==> config.mk <==
export PLATFORM = sky130hd
export DESIGN_NAME = lfsr10_bist_ctrl
export DESIGN_NICKNAME = d
export VERILOG_FILES = /design/src/rtl/lfsr10_bist_ctrl.sv
export SDC_FILE = /design/constraint.sdc
export NUM_CORES = 1
export LEC_CHECK = 0
export ABC_AREA = 0
export CAP_MARGIN = 40
export CORE_MARGIN = 10
export CORE_UTILIZATION = 52
export CTS_CLUSTER_SIZE = 16
export DETAILED_ROUTE_END_ITERATION = 8
export GPL_TIMING_DRIVEN = 0
export PLACE_DENSITY = 0.85
export SLEW_MARGIN = 20
export SYNTH_ARGS = -nofsm -noshare
export SYNTH_HDL_FRONTEND = slang
export SYNTH_SLANG_ARGS = --single-unit
export TNS_END_PERCENT = 20
==> constraint.sdc <==
create_clock -name clock -period 5.6 [get_ports clock]
set_clock_uncertainty 0.05 [all_clocks]
set_input_delay 1.68 -clock clock [delete_from_list [all_inputs] [get_ports clock]]
set_output_delay 1.68 -clock clock [all_outputs]
set_load 0.05 [all_outputs]
==> src/rtl/lfsr10_bist_ctrl.sv <==
// lfsr10_bist_ctrl: BIST sequencer. Streams a seeded, counted run of
// x^10 + x^7 + 1 LFSR bits to a device under test, compacts the serial
// response into a 10-bit MISR and compares the final signature with a
// golden value.
module lfsr10_bist_ctrl (
  input  logic       clock,
  input  logic       reset,
  input  logic       start,
  input  logic       abort,
  input  logic [9:0] seed,
  input  logic [9:0] pat_count,
  input  logic [9:0] golden,
  input  logic       resp_in,
  output logic       pattern_out,
  output logic       pattern_valid,
  output logic       busy,
  output logic       done,
  output logic       pass,
  output logic [9:0] signature
);

  typedef enum logic [2:0] {
    S_IDLE,
    S_SEED,
    S_RUN,
    S_CHECK,
    S_DONE
  } state_t;

  state_t     state;
  state_t     state_nxt;
  logic [9:0] lfsr;
  logic [9:0] misr;
  logic [9:0] count;
  logic       pass_q;

  // State register with synchronous active-low reset.
  // NOTE: sequential state uses non-blocking (<=) so every flop samples
  // pre-edge values regardless of statement order.
  always_ff @(posedge clock) begin
    if (!reset) state <= S_IDLE;
    else        state <= state_nxt;
  end

  // Next-state decode; abort beats start, start only counts in IDLE/DONE.
  // NOTE: the default assignment up front keeps this block free of latches
  // on paths that do not assign state_nxt explicitly.
  always_comb begin
    state_nxt = state;
    unique case (state)
      S_IDLE, S_DONE: if (start) state_nxt = S_SEED;
      S_SEED: begin
        if (abort)             state_nxt = S_IDLE;
        else if (count == '0)  state_nxt = S_CHECK;
        else                   state_nxt = S_RUN;
      end
      S_RUN: begin
        if (abort)              state_nxt = S_IDLE;
        else if (count == 10'd1) state_nxt = S_CHECK;
      end
      S_CHECK: state_nxt = S_DONE;
      default: state_nxt = S_IDLE;
    endcase
  end

  // Datapath: count latch, LFSR seed/shift, MISR compaction, compare result.
  // An abort in SEED or RUN freezes LFSR and MISR so the partial signature
  // stays visible.
  // NOTE: every datapath flop is a plain register, so all of them get an
  // explicit reset value; there is no memory array here to leave unreset.
  always_ff @(posedge clock) begin
    if (!reset) begin
      lfsr   <= 10'h001;
      misr   <= '0;
      count  <= '0;
      pass_q <= 1'b0;
    end else begin
      unique case (state)
        S_IDLE, S_DONE: begin
          if (start) begin
            count  <= pat_count;
            pass_q <= 1'b0;
          end
        end
        S_SEED: begin
          if (!abort) begin
            // All-zero is the lock-up state of an XOR LFSR.
            lfsr <= (seed == '0) ? 10'h001 : seed;
            misr <= '0;
          end
        end
        S_RUN: begin
          if (!abort) begin
            lfsr  <= {lfsr[8:0], lfsr[9] ^ lfsr[6]};
            misr  <= {misr[8:0], misr[9] ^ misr[6] ^ resp_in};
            count <= count - 10'd1;
          end
        end
        S_CHECK: pass_q <= (misr == golden);
        default: ;
      endcase
    end
  end

  // Outputs decoded from registered state only; no input-to-output path.
  always_comb begin
    pattern_valid = (state == S_RUN);
    pattern_out   = (state == S_RUN) & lfsr[9];
    busy          = (state == S_SEED) | (state == S_RUN) | (state == S_CHECK);
    done          = (state == S_DONE);
    pass          = pass_q;
    signature     = misr;
  end

endmodule
==> impl_metrics.tcl <==
set metrics [dict create \
    end_kind "primary output" \
    fmax_mhz 237.6 \
    routed_wl_microns 5197 \
    min_period_over_period_pct 75.17 \
    vdd_drop_max_mv 0.1523 \
    outcome "finished clean" \
    synth_top_family_by_area "simple AND/OR/NAND/NOR gates" \
    final_common_cell "clkdlybuf4s50_1" \
    finalSetupViolations 0 \
    critPathLaunch "state[1]" \
    synth_edf_count 0 \
    crit_arrival_ns 2.48 \
    hpwl_microns 3912 \
    die_area_sq_um 6377 \
    crit_fanout 10 \
    grtUsageTotal_pct 15.93 \
    synth_xor_area_share_pct 6.582 \
    rows 21 \
    synth_mux_area_share_pct 0.6044 \
    dr.first_iter.drc_count 149 \
    cts_tree "built" \
    switchingPower_mw 0.1878 \
    clock_power_share_pct 24.9 \
    cts_setup_buffers 0 \
    hold_violations 0 \
    vias 1852 \
    cts.clk_slew.worst_paths_ns 0.10 \
    dr.pass1.iters 4 \
    syn_area_sq_um 1863 \
    crit_required_ns 3.87 \
    insertion_delay_ns 0.34 \
    clockBufferDepth 2 \
    synth_seq_cells 34 \
    antenna_found_initial 0 \
    hold_class "register to register" \
    synth_cell_types 44 \
    grt_pass1_wl_microns 8238 \
    r2r_start "count[0]" \
    r2r-end "state[0]" \
    leakage_nw 0.9160 \
    timing.hold.ws_ns 0.4296 \
    crit_end "pattern_out" \
    cts_buffers 5 \
    final_util_pct 72.91 \
    drc_errors 0 \
    final_cell_mix "clkdlybuf4s50_1, dfxtp_1, nand2_1, nor2_1, xor2_1" \
    synth.avg_cell_area_sq_um 8.468 \
    syn_nets 257 \
    rsz0062_at_grt "false" \
    startpoint_type "register" \
    slew_violations 0 \
    antenna_left 0 \
    wire_per_inst_microns 16.09 \
    start_util_pct 54.96 \
    finalSetupTns_ns 0 \
    async_reset_ff_share_pct 0 \
    r2r_slack_ns 3.73 \
    fin_nets 313 \
    ctsRootBufferMaster "clkbuf_4" \
    relSlewSlack_pct 62.31 \
    grt_pass1_vias 1726 \
    worstRegToRegCells 6 \
    cts_max_level 2 \
    areaGrowthSynthToFinish_pct 32.64 \
    synthAdderAreaFrac_pct 1.343 \
    port_buffers 49 \
    coreArea_sq_um 3390 \
    synthCells 220 \
    viasPerCell 5.734 \
    p_sw_share_pct 32.32 \
    power.density_nw_per_um2 235.1 \
    cts.sinks 34 \
    p_int_mw 0.3932 \
    pwr-share-seq_pct 47.5 \
    place_inst 315 \
    max_cap_viol_count 0 \
    fp.dieH_microns 79.86 \
    fin_cells 323 \
    synth_seq_area_share_pct 36.53 \
    hold_buffers 0 \
    place_ws_ns 1.763 \
    worst_pin_slew_ns 0.5653 \
    setup_slack_ns 1.391 \
    overflow 0 \
    diodes 0 \
    routabilityCongestion 0.8180 \
    dieWidth_microns 79.86 \
    yosys.area_share.simple_pct 26.73 \
    grt_max_degree 11 \
    p_comb_share_pct 27.6 \
    period_minus_slack_ns 4.209 \
    io_pins 50 \
    layout-drive-gt1-share_pct 10.83 \
    cts_resized 0 \
    path_class "register to primary output" \
    yosys_warnings 0 \
    synth_compound_area_share_pct 21.22 \
    synth-main-ff-cell "dfxtp_1" \
]
## worst min path at each step
stage                     startpoint       to  slack (ns)  cells after the start
after floorplan              lfsr[0]  lfsr[0]        0.40                      2
after global placement          pass     pass        0.41                      2
after detailed placement        pass     pass        0.41                      2
after CTS                    lfsr[7]  lfsr[8]        0.43                      2
after global routing         lfsr[7]  lfsr[8]        0.45                      2
final                           pass     pass        0.43                      2
## critical path: stages, from the launching register on
cell and delay [ns]:
dfxtp_1 0.46, or3b_1 0.39, buf_6 0.15, clkinv_4 0.07, buf_6 0.15, and2_1 0.13, clkdlybuf4s50_1 0.79
## cells by family (layout without fill, tap and decap cells)
logic type / after synthesis / after routing
compound gates: 55 / 55
xor+xnor: 14 / 14
fa+ha+maj: 2 / 2
buf+inv: 20 / 77
flops: 34 / 34
mux: 1 / 1
simple gates: 94 / 94
## power groups by stage
stage	sequential (mW)	combinational [mW]	clock (mW)
2_1_floorplan	0.278	0.104	0
3_3_place_gp	0.280	0.155	0
3_5_place_dp	0.281	0.159	0
4_1_cts	0.275	0.160	0.146
5_1_grt	0.278	0.175	0.155
6_report	0.276	0.160	0.145
## Yosys cell counts, types with 3 or more instances
master	n	area, sq um
clkbuf_1	4	15.01
a31oi_1	3	18.77
nand2_1	31	116.4
nor2_1	28	105.1
a21o_1	3	22.52
a22oi_1	10	75.07
nor4_1	5	31.28
nor3_1	6	30.03
inv_1	5	18.77
buf_2	4	20.02
nand3_1	6	30.03
xnor2_1	3	26.28
dfxtp_1	34	680.7
o21ai_0	6	30.03
o211ai_1	3	22.52
buf_6	4	45.04
xor2_1	11	96.34
a21oi_1	9	45.04
a311oi_1	10	87.58
## routing by layer
layer  wire length [microns]  part of all wire, %  up-vias  GRT usage, %
li1                        -                    -      911             -
met1                    2232                   43      872         19.75
met2                    2572                   49       59         25.57
met3                     302                  5.8       10         4.505
met4                      91                  1.8        0         5.810
met5                       0                    0        -             0
## per-stage QoR
stage	area, sq um	power (mW)
floorplan	1863	0.3821
global route	2471	0.6081
finish	2471	0.5810
detailed placement	2411	0.4399
CTS	2471	0.5809
global placement	2411	0.4356
## layout make-up
type	instances	area [sq um]
fillers	268	918.4
plain buffers	14	102.6
well taps	46	57.56
repair buffers	49	490.5
flip-flops and latches	34	680.7
inverters	6	27.53
clock inverters	1	5.005
multi-input cells	166	1052
clock buffers	7	55.05
## registers in the layout (all words and copies together), names as in the netlist
name       flops
lfsr          10
state          3
pass           1
signature     10
count         10
(Power assumes the default switching activity.)
